[config.mk]
export PLATFORM = sky130hd
export DESIGN_NAME = sccb_init_seq
export DESIGN_NICKNAME = d
export VERILOG_FILES = /design/src/rtl/sccb_init_seq.sv
export SDC_FILE = /design/constraint.sdc
export NUM_CORES = 1
export LEC_CHECK = 0
export ABC_AREA = 0
export CAP_MARGIN = 20
export CORE_MARGIN = 3
export CORE_UTILIZATION = 40
export CTS_CLUSTER_DIAMETER = 150
export DETAILED_ROUTE_END_ITERATION = 8
export DONT_BUFFER_PORTS = 1
export HOLD_SLACK_MARGIN = 0.02
export PLACE_DENSITY = 0.51
export SYNTH_ARGS = -nofsm -noshare
export SYNTH_HDL_FRONTEND = slang
export SYNTH_SLANG_ARGS = --single-unit
[constraint.sdc]
create_clock -name clk -period 6.55 [get_ports clk]
set_input_delay 1.31 -clock clk [delete_from_list [all_inputs] [get_ports clk]]
set_output_delay 1.31 -clock clk [all_outputs]
set_load 0.005 [all_outputs]
[src/rtl/sccb_init_seq.sv]
// Walks an external {reg, val} table at power-up or on start and issues one SCCB write per entry.
// Define SCCB_READBACK_EN to add a read-back verify of each write (m_rd, m_rdata, mismatch).
module sccb_init_seq #(
  parameter logic [7:0]  DEV_ADDR    = 8'h42,
  parameter int unsigned TBL_AW      = 6,
  parameter int unsigned MAX_RETRY   = 3,
  parameter int unsigned GAP_CYCLES  = 16,
  parameter int unsigned DELAY_TICKS = 1000
) (
  input  logic              clk,
  input  logic              res_n,
  input  logic              start,
  output logic [TBL_AW-1:0] tbl_addr,
  input  logic [15:0]       tbl_data,
  output logic              m_req,
  output logic [7:0]        m_dev,
  output logic [7:0]        m_reg,
  output logic [7:0]        m_wdata,
  input  logic              m_done,
  input  logic              m_nack,
`ifdef SCCB_READBACK_EN
  output logic              m_rd,
  input  logic [7:0]        m_rdata,
  output logic              mismatch,
`endif
  output logic              busy,
  output logic              cfg_done,
  output logic              error,
  output logic [TBL_AW-1:0] err_idx
);

  localparam int unsigned DlyW = 8 + $clog2(DELAY_TICKS);
  localparam int unsigned GapW = $clog2(GAP_CYCLES + 1);
  localparam int unsigned CntW = (DlyW > GapW) ? DlyW : GapW;
  localparam int unsigned RtyW = $clog2(MAX_RETRY + 2);
  localparam logic [CntW-1:0] GapLoad = CntW'(GAP_CYCLES - 1);

  typedef enum logic [3:0] {
    StIdle, StFetch, StDecode, StWrite, StVerify, StGap, StDelay, StDone, StError
  } state_e;

  state_e          state;
  logic [CntW-1:0] cnt;
  logic [RtyW-1:0] retry;
  logic            retry_pend;
  logic            auto_run;

  // tbl_addr doubles as the current entry index.
  always_ff @(posedge clk) begin
    if (!res_n) begin
      state      <= StIdle;
      tbl_addr   <= '0;
      m_req      <= 1'b0;
      m_dev      <= '0;
      m_reg      <= '0;
      m_wdata    <= '0;
      busy       <= 1'b0;
      cfg_done   <= 1'b0;
      error      <= 1'b0;
      err_idx    <= '0;
      cnt        <= '0;
      retry      <= '0;
      retry_pend <= 1'b0;
      auto_run   <= 1'b1;
`ifdef SCCB_READBACK_EN
      m_rd       <= 1'b0;
      mismatch   <= 1'b0;
`endif
    end else begin
      unique case (state)
        StIdle: begin
          if (start || auto_run) begin
            auto_run   <= 1'b0;
            tbl_addr   <= '0;
            retry      <= '0;
            retry_pend <= 1'b0;
            busy       <= 1'b1;
            cfg_done   <= 1'b0;
            error      <= 1'b0;
`ifdef SCCB_READBACK_EN
            mismatch   <= 1'b0;
`endif
            state      <= StFetch;
          end
        end
        StFetch: state <= StDecode;
        StDecode: begin
          if (tbl_data == 16'hFFFF) begin
            state <= StDone;
          end else if (tbl_data[15:8] == 8'hF0) begin
            if (tbl_data[7:0] == 8'h00) begin
              cnt   <= GapLoad;
              state <= StGap;
            end else begin
              cnt   <= CntW'(tbl_data[7:0]) * CntW'(DELAY_TICKS) - CntW'(1);
              state <= StDelay;
            end
          end else begin
            m_dev   <= DEV_ADDR;
            m_reg   <= tbl_data[15:8];
            m_wdata <= tbl_data[7:0];
            m_req   <= 1'b1;
            state   <= StWrite;
          end
        end
        StWrite: begin
          if (m_done) begin
            m_req <= 1'b0;
            if (m_nack) begin
              if (retry < RtyW'(MAX_RETRY)) begin
                retry      <= retry + RtyW'(1);
                retry_pend <= 1'b1;
                cnt        <= GapLoad;
                state      <= StGap;
              end else begin
                state <= StError;
              end
            end else begin
`ifdef SCCB_READBACK_EN
              m_rd  <= 1'b1;
              state <= StVerify;
`else
              cnt   <= GapLoad;
              state <= StGap;
`endif
            end
          end
        end
        StVerify: begin
`ifdef SCCB_READBACK_EN
          // m_req is low for one cycle so the read is a fresh request.
          if (!m_req) begin
            m_req <= 1'b1;
          end else if (m_done) begin
            m_req <= 1'b0;
            m_rd  <= 1'b0;
            if (m_nack) begin
              if (retry < RtyW'(MAX_RETRY)) begin
                retry      <= retry + RtyW'(1);
                retry_pend <= 1'b1;
                cnt        <= GapLoad;
                state      <= StGap;
              end else begin
                state <= StError;
              end
            end else begin
              if (m_rdata != m_wdata) begin
                mismatch <= 1'b1;
                err_idx  <= tbl_addr;
              end
              cnt   <= GapLoad;
              state <= StGap;
            end
          end
`else
          state <= StIdle;
`endif
        end
        StGap: begin
          if (cnt == '0) begin
            if (retry_pend) begin
              retry_pend <= 1'b0;
              state      <= StFetch;
            end else if (&tbl_addr) begin
              state <= StDone;
            end else begin
              tbl_addr <= tbl_addr + TBL_AW'(1);
              retry    <= '0;
              state    <= StFetch;
            end
          end else begin
            cnt <= cnt - CntW'(1);
          end
        end
        StDelay: begin
          if (cnt == '0) begin
            cnt   <= GapLoad;
            state <= StGap;
          end else begin
            cnt <= cnt - CntW'(1);
          end
        end
        StDone: begin
          cfg_done <= 1'b1;
          busy     <= 1'b0;
          state    <= StIdle;
        end
        StError: begin
          error   <= 1'b1;
          err_idx <= tbl_addr;
          busy    <= 1'b0;
          state   <= StIdle;
        end
        default: state <= StIdle;
      endcase
    end
  end

endmodule

==> flow_metrics.env <==
export IMPL_arrival_ns=5.66
export IMPL_cts_sink_count=60
export IMPL_ff_latch_area_mm2=0.001201
export IMPL_drive_gt1_share_pct=6.314
export IMPL_multi_input_area_mm2=0.003347
export IMPL_seq_area_frac_synth_pct=24.54
export IMPL_grt_overflow=0
export IMPL_crit_required_ns=6.79
export IMPL_htree_levels=3
export IMPL_routabilityCongestion=0.7933
export IMPL_antenna_found_initial=0
export IMPL_clkTransAtPathRegs_ns=0.05
export IMPL_async_flop_share_pct=0
export IMPL_crit_family="adder cells"
export IMPL_critPathLaunchType="input pin"
export IMPL_timing_slew_headroom_pct=49.84
export IMPL_crit_type="in2reg"
export IMPL_nNetsFinal=669
export IMPL_ios=61
export IMPL_max_stage_delay_ns=0.54
export IMPL_antenna_left=0
export IMPL_drc=0
export IMPL_layout_min_cycle_time_ns=5.420
export IMPL_die_y_um=116.6
export IMPL_first_pass_iters=5
export IMPL_grt_max_degree=31
export IMPL_cts_setup_buffers=0
export IMPL_status="completed"
export IMPL_synth_area_mm2=0.004895
export IMPL_io_buffers=0
export IMPL_setup_viol=0
export IMPL_largest_register_ffs=18
export IMPL_routed_wl_mm=12.06
export IMPL_maxCapViolations=0
export IMPL_clock_tree_buffer_depth=2
export IMPL_power_density_mw_per_mm2=463.2
export IMPL_chipWidth_um=116.6
export IMPL_hold_buffers=0
export IMPL_track_usage_pct=17.79
export IMPL_num_rows=39
export IMPL_area_delta_synth_final_pct=7.081
export IMPL_cpMostUsedCell="fa_1"
export IMPL_root_buffer="clkbuf_16"
export IMPL_synthCells=593
export IMPL_timing_critical_path_fanout_max=9
export IMPL_syn_area_per_cell_um2=8.254
export IMPL_end_kind="flop"
export IMPL_hold_path_class="reg2reg"
export IMPL_cts_resized=0
export IMPL_grt_pass1_wl_mm=18.76
export IMPL_num_antenna_cells=0
export IMPL_start_util_pct=41.79
export IMPL_worst_path_buf_inv=2
export IMPL_yosysWarnings=0
export IMPL_rsz0062_at_grt="no"
export IMPL_final_cell_area_mm2=0.005241
export IMPL_cts_tree="yes"
export IMPL_setup_ws_ns=1.130
export IMPL_yosys_cell_types_count=69
export IMPL_ys_seq_elements=60
export IMPL_peakVddDrop_mv=0.2017
export IMPL_vias_per_cell=5.594
export IMPL_tightestPinTransition_ns=0.7496
export IMPL_hold_viol=0
export IMPL_crit_path_top_delay_cell="fa_1"
export IMPL_dieArea_mm2=0.01360
export IMPL_num_vias=4078
export IMPL_fin_setup_tns_ns=0
export IMPL_nFillCells=1190
export IMPL_final_max_slew_viol_count=0
export IMPL_dpl_instance_area_mm2=0.004964
export IMPL_core_mm2=0.01171
export IMPL_dp_hpwl_mm=9.381
export IMPL_p_leak_uw=0.002220
export IMPL_fin_worst_skew_ns=0.006041
export IMPL_first_global_vias=3691
export IMPL_total_power_uw=2428
export IMPL_cts_buffers=9
export IMPL_fin_crit_sh_pct=82.75
export IMPL_clock_latency_ns=0.34
export IMPL_wire_per_inst_um=16.54
export IMPL_dpl_worst_slack_ns=0.7960
export IMPL_synth_enable_flop_cells=0
export IMPL_synth_flop_cell="dfxtp_1"
export IMPL_max_freq_mhz=184.5
export IMPL_drt_iter0_markers=194
export IMPL_path_cells="fa_1 > inv_1 > fa_1 > fa_1 > inv_1 > fa_1 > ha_1 > o21a_1 > o31a_1 > o31ai_1 > xor2_1 > nand3_1 > nor2_1 > mux2_2 > o2111ai_1"
cell usage in the layout (no fill, tap or decap), types with 7 or more instances in the layout:
cell,count
or3_1,8
o21a_1,8
nand2_1,28
nor3_1,16
nor2_1,86
nor4_1,7
mux2i_1,23
xor2_1,8
inv_1,56
a21oi_1,33
nand3_1,10
dfxtp_1,60
xnor2_1,8
o21ai_0,29
ha_1,44
a22oi_1,9
clkbuf_16,9
nand4_1,11
fa_1,22
power breakdown:
part           total, uW  leakage [uW]  switching, uW  internal [uW]
clock                439      0.000133            166            272
combinational       1440       0.00160            859            582
sequential           548      0.000489           99.6            448
total               2430       0.00222           1130           1300
metrics by stage:
stage / util (%) / instances / hold WS, ns
3_3_place_gp: 42.38 / 714 / 0.4444
3_5_place_dp: 42.38 / 714 / 0.4537
6_report: 44.75 / 729 / 0.4617
2_1_floorplan: - / 598 / 0.4318
5_1_grt: 44.75 / 729 / 0.4912
4_1_cts: 44.75 / 729 / 0.4627
layer usage:
layer | share of wire, % | GRT usage [%]
met5 | 0 | 0
met4 | 1.5 | 5.428
met1 | 46 | 22.93
met2 | 49 | 29.48
met3 | 3.6 | 4.352
path summary, 6_finish.rpt:
| check | to | cells past startpoint | from | slack, ns |
|---|---|---|---|---|
| worst max-delay path | cnt[17]$_SDFFE_PN0P_ | 15 | tbl_data[0] | 1.13 |
| worst min register to register | auto_run$_SDFFE_PN1P_ | 2 | auto_run$_SDFFE_PN1P_ | 0.46 |
| worst min-delay path | auto_run$_SDFFE_PN1P_ | 2 | auto_run$_SDFFE_PN1P_ | 0.46 |
| worst max register to register | cnt[15]$_SDFFE_PN0P_ | 8 | state[1]$_SDFFE_PN0P_ | 3.82 |
worst min-delay path: cells and delay by family, from the launching register on:
family           cells  cell delay (ns)
and+or+nand+nor      2             0.10
DFF                  1             0.31
kinds of logic after synthesis:
kind of cell               Yosys count  synth area share [%]
adders and majority gates           67                 20.45
AOI/OAI and AO/OA                  132                 18.12
and+or+nand+nor                    202                 20.63
buffers and inverters               87                 7.464
DFF                                 60                 24.54
other                                1               0.07661
muxes                               28                 5.854
xor gates and xnor gates            16                 2.863
Yosys cell counts (10+ instances only):
master    count  area share [%]
nand4_1      11             1.4
mux2i_1      23             4.7
nor3_1       16             1.6
nor2_1       86             6.6
clkbuf_1     16             1.2
nand2_1      28             2.1
nand3_1      10             1.0
ha_1         44              11
fa_1         22             9.0
o21ai_0      29             3.0
inv_1        56             4.3
dfxtp_1      60              25
a21oi_1      33             3.4
layout make-up:
type	count	area share [%]
Clock buffer	11	4.822
Clock inverter	4	0.4774
Inverter	57	4.082
Multi-Input combinational cell	451	63.86
Sequential cell	60	22.92
Tap cell	143	3.414
Timing Repair Buffer	3	0.4297
Note: power is estimated with default switching activity, not from simulation.
